## config.mk

```make
export PLATFORM = sky130hd
export DESIGN_NAME = uart_tx_fifo_flat
export DESIGN_NICKNAME = d
export VERILOG_FILES = /design/src/rtl/uart_tx_fifo_if.sv /design/src/rtl/uart_tx_fifo.sv /design/src/flat_wrapper.sv
export SDC_FILE = /design/constraint.sdc
export NUM_CORES = 1
export LEC_CHECK = 0
export ABC_AREA = 1
export CAP_MARGIN = 20
export CORE_MARGIN = 4
export CORE_UTILIZATION = 53
export DETAILED_ROUTE_END_ITERATION = 12
export GPL_ROUTABILITY_DRIVEN = 0
export GPL_TIMING_DRIVEN = 1
export PLACE_DENSITY = 0.87
export SLEW_MARGIN = 15
export SYNTH_ARGS = -nofsm -noshare
export SYNTH_HDL_FRONTEND = slang
export SYNTH_SLANG_ARGS = --single-unit
export TNS_END_PERCENT = 50
```

## constraint.sdc

```tcl
create_clock -name clk -period 1.8 [get_ports clk]
set_input_delay 0.45 -clock clk [delete_from_list [all_inputs] [get_ports clk]]
set_output_delay 0.45 -clock clk [all_outputs]
set_load 0.005 [all_outputs]
```

## src/rtl/uart_tx_fifo_if.sv

```systemverilog
// rtl/uart_tx_fifo_if.sv - producer byte handshake plus transmitter launch/pacing signals
interface uart_tx_fifo_if;
  logic       in_valid;
  logic [7:0] in_data;
  logic       in_ready;
  logic       tx_start;
  logic [7:0] tx_data;
  logic       tx_busy;
  logic       tx_done;

  // slave is the buffer's view; master is the producer/transmitter side
  modport slave (
    input  in_valid, in_data, tx_busy, tx_done,
    output in_ready, tx_start, tx_data
  );

  modport master (
    output in_valid, in_data, tx_busy, tx_done,
    input  in_ready, tx_start, tx_data
  );
endinterface

```

## src/rtl/uart_tx_fifo.sv

```systemverilog
// rtl/uart_tx_fifo.sv - byte FIFO and launch controller feeding a UART transmitter
module uart_tx_fifo #(
  parameter int  DEPTH = 16,
  localparam int AW    = $clog2(DEPTH)
) (
  input  logic          clk,
  input  logic          reset,
  uart_tx_fifo_if.slave bus,
  output logic [AW:0]   fifo_count,
  output logic          fifo_empty,
  output logic          fifo_full,
  output logic          tx_active,
  output logic [15:0]   bytes_sent
);

  typedef enum logic [1:0] {IDLE, LAUNCH, WAIT_DONE} state_t;

  state_t        state;
  state_t        state_next;
  logic [7:0]    mem [DEPTH];
  logic [AW-1:0] wr_ptr;
  logic [AW-1:0] rd_ptr;
  logic          push;
  logic          pop;

  // in_ready depends only on the registered count, never on this cycle's pop
  assign fifo_empty   = (fifo_count == '0);
  assign fifo_full    = (fifo_count == (AW+1)'(DEPTH));
  assign bus.in_ready = !fifo_full;
  assign push         = bus.in_valid && bus.in_ready;
  assign tx_active    = (state != IDLE);

  always_comb begin
    state_next = state;
    pop        = 1'b0;
    case (state)
      IDLE: begin
        if (!fifo_empty && !bus.tx_busy) begin
          pop        = 1'b1;
          state_next = LAUNCH;
        end
      end
      LAUNCH:    state_next = WAIT_DONE;
      WAIT_DONE: if (bus.tx_done) state_next = IDLE;
      default:   state_next = IDLE;
    endcase
  end

  always_ff @(posedge clk) begin
    if (push) mem[wr_ptr] <= bus.in_data;
  end

  always_ff @(posedge clk) begin
    if (reset) begin
      state        <= IDLE;
      wr_ptr       <= '0;
      rd_ptr       <= '0;
      fifo_count   <= '0;
      bus.tx_start <= 1'b0;
      bus.tx_data  <= '0;
      bytes_sent   <= '0;
    end else begin
      state        <= state_next;
      bus.tx_start <= pop;
      if (push) wr_ptr <= wr_ptr + AW'(1);
      if (pop) begin
        bus.tx_data <= mem[rd_ptr];
        rd_ptr      <= rd_ptr + AW'(1);
      end
      if (push && !pop)      fifo_count <= fifo_count + (AW+1)'(1);
      else if (pop && !push) fifo_count <= fifo_count - (AW+1)'(1);
      if (state == WAIT_DONE && bus.tx_done) bytes_sent <= bytes_sent + 16'd1;
    end
  end

endmodule

```

## src/flat_wrapper.sv

```systemverilog
// flat-port wrapper written by rule: the top's interface ports become plain ports
module uart_tx_fifo_flat 
#(
  parameter int  DEPTH = 16,
  localparam int AW    = $clog2(DEPTH)
)
  (clk, reset, fifo_count, fifo_empty, fifo_full, tx_active, bytes_sent, bus_in_valid, bus_in_data, bus_tx_busy, bus_tx_done, bus_in_ready, bus_tx_start, bus_tx_data);
  uart_tx_fifo_if bus_i ();
  input  logic clk;
  input  logic reset;
  output logic [AW:0] fifo_count;
  output logic fifo_empty;
  output logic fifo_full;
  output logic tx_active;
  output logic [15:0] bytes_sent;
  input wire logic [$bits(bus_i.in_valid)-1:0] bus_in_valid;
  input wire logic [$bits(bus_i.in_data)-1:0] bus_in_data;
  input wire logic [$bits(bus_i.tx_busy)-1:0] bus_tx_busy;
  input wire logic [$bits(bus_i.tx_done)-1:0] bus_tx_done;
  output wire logic [$bits(bus_i.in_ready)-1:0] bus_in_ready;
  output wire logic [$bits(bus_i.tx_start)-1:0] bus_tx_start;
  output wire logic [$bits(bus_i.tx_data)-1:0] bus_tx_data;
  assign bus_i.in_valid = bus_in_valid;
  assign bus_i.in_data = bus_in_data;
  assign bus_i.tx_busy = bus_tx_busy;
  assign bus_i.tx_done = bus_tx_done;
  assign bus_in_ready = bus_i.in_ready;
  assign bus_tx_start = bus_i.tx_start;
  assign bus_tx_data = bus_i.tx_data;
  uart_tx_fifo #(.DEPTH(DEPTH)) u_core (.clk(clk), .reset(reset), .bus(bus_i), .fifo_count(fifo_count), .fifo_empty(fifo_empty), .fifo_full(fifo_full), .tx_active(tx_active), .bytes_sent(bytes_sent));
endmodule
```

* Word-level counts from Yosys, hierarchy flattened
Memory sizes are Yosys's and may differ from the RTL's. A register that Yosys moved wholly into a read port is not among the register bits.
Index checks and enable logic that the tools add are counted.
Widths: inputs -> output; s select.
** Word-level totals
- Flip-flop bits (word level) :: 32
- Bits in latches :: 0
- RAM bits :: 128
- Memory bits (read-only) :: 0
- Bits of input ports :: 13
- Output and inout bits :: 34
- Word-level logic and storage cells :: 41
- Memories :: 1
** Memory list
- u_core.mem :: depth 16, width 8, rd ports 1, clocked after memory_dff 1, wr ports 1, RTL line uart_tx_fifo.sv:20 : logic [7:0] mem [DEPTH];
** Operators by class
- $add $sub $neg :: 5
- $mul :: 0
- Div/mod/pow operators :: 0
- $lt $le $gt $ge :: 0
- Equality and inequality tests :: 5
- Shift operators :: 0
- Multiplexer cells :: 9
- Bitwise operators :: 0
- Reduce and logical (&&, ||, !) cells :: 15
** Operator list (count)
- $add 16x1->16 const B :: 1
- $mux 5 :: 2
- $add 4x1->4 const B :: 2
- $pmux 2 s3 :: 1
- $add 5x1->5 const B :: 1
- $eq 5x5->1 const B :: 1
- $logic_and 1x1->1 :: 5
- $logic_not 1->1 :: 5
- $logic_not 5->1 :: 1
- $sub 5x1->5 const B :: 1
- $mux 1 :: 4
- $mux 2 :: 2
- $reduce_bool 2->1 :: 2
- $eq 2x1->1 const B :: 1
- $eq 2x2->1 const B :: 1
- $logic_not 2->1 :: 1
- $ne 2x1->1 const B :: 1
- $ne 2x2->1 const B :: 1
- $reduce_and 2->1 :: 1

* Logic depth before layout (Yosys ltp)
- Depth after elaboration :: 8
- Depth in mapped cells :: 14
- Gate-level depth less buffers :: 14

* Least setup slack after synthesis
No wires, ideal clock.
- Path type :: reg2reg
- From :: reg u_core.fifo_count[0]
- To :: reg u_core.fifo_count[3]
- Library setup time :: 0.115 ns
- Arrival time :: 1.936 ns
- Required time :: 1.685 ns
- Setup slack :: -0.252 ns
- Cell stages (with the launch flop) :: 13
- Buffers on the path :: 0
- Period minus slack after synthesis :: 2.052 ns
- Path through :: dfxtp_1 -> nor2_2 -> nand4_2 -> nand2_2 -> inv_2 -> ha_1 -> inv_1 -> ha_1 -> a21oi_1 -> nand2_1 -> xor2_1 -> o21ai_0 -> inv_1
** Between the ends
- Elaborated cells between the ends (all ways) :: 17
- Those cells by class :: add/sub (2); eq/ne (1); mux (4); reduce/logical (10)
** RTL lines
- start, declared :: RTL line uart_tx_fifo.sv:9 : output logic [AW:0] fifo_count,
- start signal, assigned :: RTL line uart_tx_fifo.sv:70 : if (push && !pop) fifo_count <= fifo_count + (AW+1)'(1);
- start signal, assigned :: RTL line uart_tx_fifo.sv:71 : else if (pop && !push) fifo_count <= fifo_count - (AW+1)'(1);
- $eq 5x5->1 * :: RTL line uart_tx_fifo.sv:28 : assign fifo_full = (fifo_count == (AW+1)'(DEPTH));
- $logic_not 1->1 * :: RTL line uart_tx_fifo.sv:29 : assign bus.in_ready = !fifo_full;
- net bus_in_ready :: RTL line flat_wrapper.sv:20 : output wire logic [$bits(bus_i.in_ready)-1:0] bus_in_ready;
- $logic_and 1x1->1 * :: RTL line uart_tx_fifo.sv:30 : assign push = bus.in_valid && bus.in_ready;
- net u_core.push :: RTL line uart_tx_fifo.sv:23 : logic push;
- $logic_not 1->1 :: RTL line uart_tx_fifo.sv:71
- $logic_and 1x1->1 :: RTL line uart_tx_fifo.sv:71
- $reduce_bool 2->1 (no source line)
Mark *: on every way through the listed nets, which the timed path passes. The rest lies on a longest branch. The select of a mux whose other input is x is not followed.
A chain may end at the register's enable or synchronous reset.

* Final worst setup path
- From :: reg u_core.fifo_count[1]
- To :: reg u_core.fifo_count[4]
** Between the ends
- Elaborated cells between the ends (all ways) :: 17
- Those cells by class :: add/sub (2); eq/ne (1); mux (4); reduce/logical (10)
** RTL lines (RTL line)
- $eq 5x5->1 * :: uart_tx_fifo.sv:28
- $logic_not 1->1 * :: uart_tx_fifo.sv:29
- $logic_and 1x1->1 * :: uart_tx_fifo.sv:30
- net u_core.push :: uart_tx_fifo.sv:23
- $logic_not 1->1 :: uart_tx_fifo.sv:71
- $logic_and 1x1->1 :: uart_tx_fifo.sv:71
- $reduce_bool 2->1 (no source line)
Marks and branches as above.

==> impl_metrics.json <==
{
  "timing.setup.critical_path_class": "flip-flop to flip-flop",
  "postSynth.asyncResetShare_pct": 0,
  "clk_pin_slew_worst_paths_ps": 70,
  "hold_path.class": "flip-flop to flip-flop",
  "post_synth_inst_count": 800,
  "met3_length_um": 1420,
  "timing.reg2reg.setup_slack_ps": -160,
  "via_count_of_the_first_global_routing_pass": 5836,
  "timing_worst_slew_pin_value_ps": 545.0,
  "netlist.area_leader.share_pct": 50.95,
  "port_buffers": 46,
  "via_per_inst": 5.426,
  "netlist_top_cells_count": "250 x sky130_fd_sc_hd__nand2_1, 128 x sky130_fd_sc_hd__edfxtp_1, 110 x sky130_fd_sc_hd__inv_1",
  "violations": "setup timing",
  "timing_max_transition_violations_final": 0,
  "power-per-cell-area_nw_per_um2": 1278,
  "timing.hold.ws_ps": 488.8,
  "post_cts_hold_buffer_count": 0,
  "yosysSeqAreaShare_pct": 61.57,
  "regToRegEndpoint": "u_core.fifo_count[4]$_SDFFE_PP0P_",
  "layout-drive-gt1-share_pct": 16.63,
  "largest_cells_by_area_after_synthesis": "sky130_fd_sc_hd__edfxtp_1 51%, sky130_fd_sc_hd__nand2_1 12%, sky130_fd_sc_hd__dfxtp_1 11%",
  "run_status": "finished, violations left",
  "post-synth-top-area-cell": "sky130_fd_sc_hd__edfxtp_1",
  "htree_levels": 4,
  "hold_end": "u_core.bytes_sent[15]$_SDFFE_PP0P_",
  "clock_latency_ps": 430,
  "antenna_found_initial": 0,
  "grt_pass1_wl_um": 28970,
  "die_w_um": 127.3,
  "avgRoutedWirePerCell_um": 16.92,
  "maxClockFrequency_mhz": 510.5,
  "crit_slowest_cell": "sky130_fd_sc_hd__fa_2",
  "detailroute.via_count": 5903,
  "iteration_count_of_the_initial_detailed_routing_pass": 5,
  "reg2regPathDepth": 14,
  "first_iter_violations": 617,
  "max-slew-margin-rel_pct": 63.44,
  "crit_path_start_kind": "flip-flop",
  "clock_buffers_created_by_tritoncts": 17,
  "fp.dieH_um": 127.3,
  "grt_start_max_net_pins": 67,
  "detail_route.drc_violations": 0,
  "timing.critical_path.slowest_cell_delay_ps": 350,
  "timing.setup.tns_ps": -343.4,
  "synthesized_netlist_net_count": 824,
  "met1Wirelength_um": 6745,
  "core_sq_um": 13930,
  "filler_cell_count": 935,
  "holdCritStartpoint": "u_core.bytes_sent[15]$_SDFFE_PP0P_",
  "r2r-start": "u_core.fifo_count[1]$_SDFFE_PP0P_",
  "period_share_pct": 108.8,
  "row_count": 43,
  "timing_hold_violations_final": 0,
  "ys_warn_count": 0,
  "io-pin-count": 47,
  "synth.ff_latch_count": 168,
  "setup.worst_path.end_class": "flip-flop",
  "dpl.hpwl_um": 11360,
  "grt_overflow": 0,
  "critical_path.max_fanout": 4,
  "arrival_time_of_data_at_the_critical_path_endpoint_ps": 2270,
  "setup_violations": 4,
  "total_leakage_power_nw": 3.942,
  "timing.max_cap.violations": 0,
  "fin_worst_skew_ps": 12.10,
  "fin_nets": 919,
  "synthToLayoutAreaGrowth_pct": 21.79,
  "grt_setup_unrepaired": "yes",
  "required_ps": 2110,
  "gr-usage-all-layers_pct": 23.23,
  "worst_slack_ps": -158.8,
  "synth-edff-count": 128,
  "antennaDiodeCount": 0,
  "die-area_sq_um": 16210,
  "fin_crit_ps": 1959,
  "synth.most_common_cell": "sky130_fd_sc_hd__nand2_1",
  "syn_area_per_cell_sq_um": 9.429,
  "worst_ir_drop_vdd_v": 0.0009709,
  "yosysUniqueCellTypes": 37,
  "worstPathCellList": "inv_2 > nand4_2 > buf_6 > nand2_4 > inv_4 > ha_4 > inv_4 > fa_2 > a21oi_2 > nor2_1 > o21bai_1 > nand2_1 > nand2_1 > a21oi_1",
  "clock_tree.buffer_depth": 2,
  "top_signal_layer_used": "met4",
  "mappedNetlistArea_sq_um": 7543,
  "cts_root_buf": "sky130_fd_sc_hd__clkbuf_16",
  "min_delay_path_depth": 2,
  "postRouteWirelength_um": 18410,
  "final_antenna_net_count": 0,
  "synth_ff_type": "sky130_fd_sc_hd__edfxtp_1",
  "clock_tree_from_tritoncts": "built",
  "clock_sink_count": 168,
  "detailroute.wirelength.met2_um": 9339,
  "initial_utilization_pct": 54.13
}
## repair_timing
| action | in CTS | in global routing |
|---|---|---|
| pin swaps | 6 | 0 |
| setup buffers | 4 | 2 |
| gates resized for setup | 29 | 17 |
| endpoints found under the setup margin | 18 | 28 |
## cell usage in the layout (no fill, tap or decap), types with 5 or more instances in the layout
master                            instances
sky130_fd_sc_hd__buf_4                   55
sky130_fd_sc_hd__edfxtp_1               128
sky130_fd_sc_hd__buf_6                    5
sky130_fd_sc_hd__nand2_1                250
sky130_fd_sc_hd__inv_1                  106
sky130_fd_sc_hd__ha_1                     8
sky130_fd_sc_hd__dfxtp_2                 20
sky130_fd_sc_hd__nand3_1                 95
sky130_fd_sc_hd__xor2_1                   5
sky130_fd_sc_hd__nor2_1                  56
sky130_fd_sc_hd__clkbuf_16               17
sky130_fd_sc_hd__dfxtp_1                 19
sky130_fd_sc_hd__clkdlybuf4s50_1         35
sky130_fd_sc_hd__o21ai_0                 13
sky130_fd_sc_hd__a21oi_1                 18
## routing by layer
layer	up-vias	GRT usage, %
met5	-	0
met4	0	11.67
met3	85	4.933
met2	325	39.98
met1	2732	27.55
li1	2761	-
## worst max path at each step
stage / from / endpoint / slack (ps)
floorplan: u_core.fifo_count[3]$_SDFFE_PP0P_ / u_core.fifo_count[4]$_SDFFE_PP0P_ / -70
global placement: bus_tx_busy / u_core.fifo_count[4]$_SDFFE_PP0P_ / -430
detailed placement: bus_tx_busy / u_core.fifo_count[4]$_SDFFE_PP0P_ / -490
CTS: u_core.fifo_count[0]$_SDFFE_PP0P_ / u_core.fifo_count[4]$_SDFFE_PP0P_ / -110
global route: u_core.fifo_count[0]$_SDFFE_PP0P_ / u_core.fifo_count[4]$_SDFFE_PP0P_ / -320
finish: u_core.fifo_count[1]$_SDFFE_PP0P_ / u_core.fifo_count[4]$_SDFFE_PP0P_ / -160
## worst max-delay path: cells and delay by family (launching register included)
family	cells	cell delay [ps]
buf+inv	4	290
compound gates	3	350
flops	1	340
simple gates	5	350
fa+ha+maj	2	500
## where the power goes
| group | switching [W] | internal, W |
|---|---|---|
| clock network | 0.00163 | 0.00192 |
| logic | 0.00214 | 0.00148 |
| registers | 0.000142 | 0.00442 |
| total | 0.00392 | 0.00783 |
## kinds of logic (layout without fill, tap and decap cells)
family | count (synthesis) | in the layout | synth area share (%)
simple gates | 428 | 428 | 24.51
flops | 168 | 168 | 61.57
buf+inv | 145 | 253 | 8.244
compound gates | 42 | 42 | 3.052
fa+ha+maj | 11 | 11 | 1.924
xor+xnor | 6 | 6 | 0.6966
## final cells by class
| type | instances | area [sq um] | share of cell area (%) |
|---|---|---|---|
| Tap cell | 180 | 225.2 | 2.451 |
| Sequential cell | 168 | 4673 | 50.86 |
| Clock buffer | 20 | 466.7 | 5.080 |
| Timing Repair Buffer | 106 | 935.9 | 10.19 |
| Clock inverter | 12 | 110.1 | 1.198 |
| Multi-Input combinational cell | 487 | 2327 | 25.33 |
| Inverter | 115 | 449.2 | 4.889 |
## metrics by stage
stage	setup slack, ps	power [W]	cell area [sq um]	util [%]	cells
6_report	-158.8	0.01174	9188	65.93	1088
2_1_floorplan	-66.19	0.006793	7599	-	800
5_1_grt	-321.5	0.01228	9188	65.93	1088
3_5_place_dp	-485.8	0.008011	8526	61.18	1050
3_3_place_gp	-426.9	0.007862	8526	61.18	1050
4_1_cts	-111.5	0.01159	9143	65.61	1086
## flip-flops by register name, summed over array words and instances (netlist names)
register,count
u_core.mem,128
u_core.bytes_sent,16
u_core.bus.tx_data,8
u_core.fifo_count,5
u_core.rd_ptr,4
u_core.wr_ptr,4
u_core.state,2
u_core.bus.tx_start,1
Note: power is estimated with default switching activity, not from simulation.
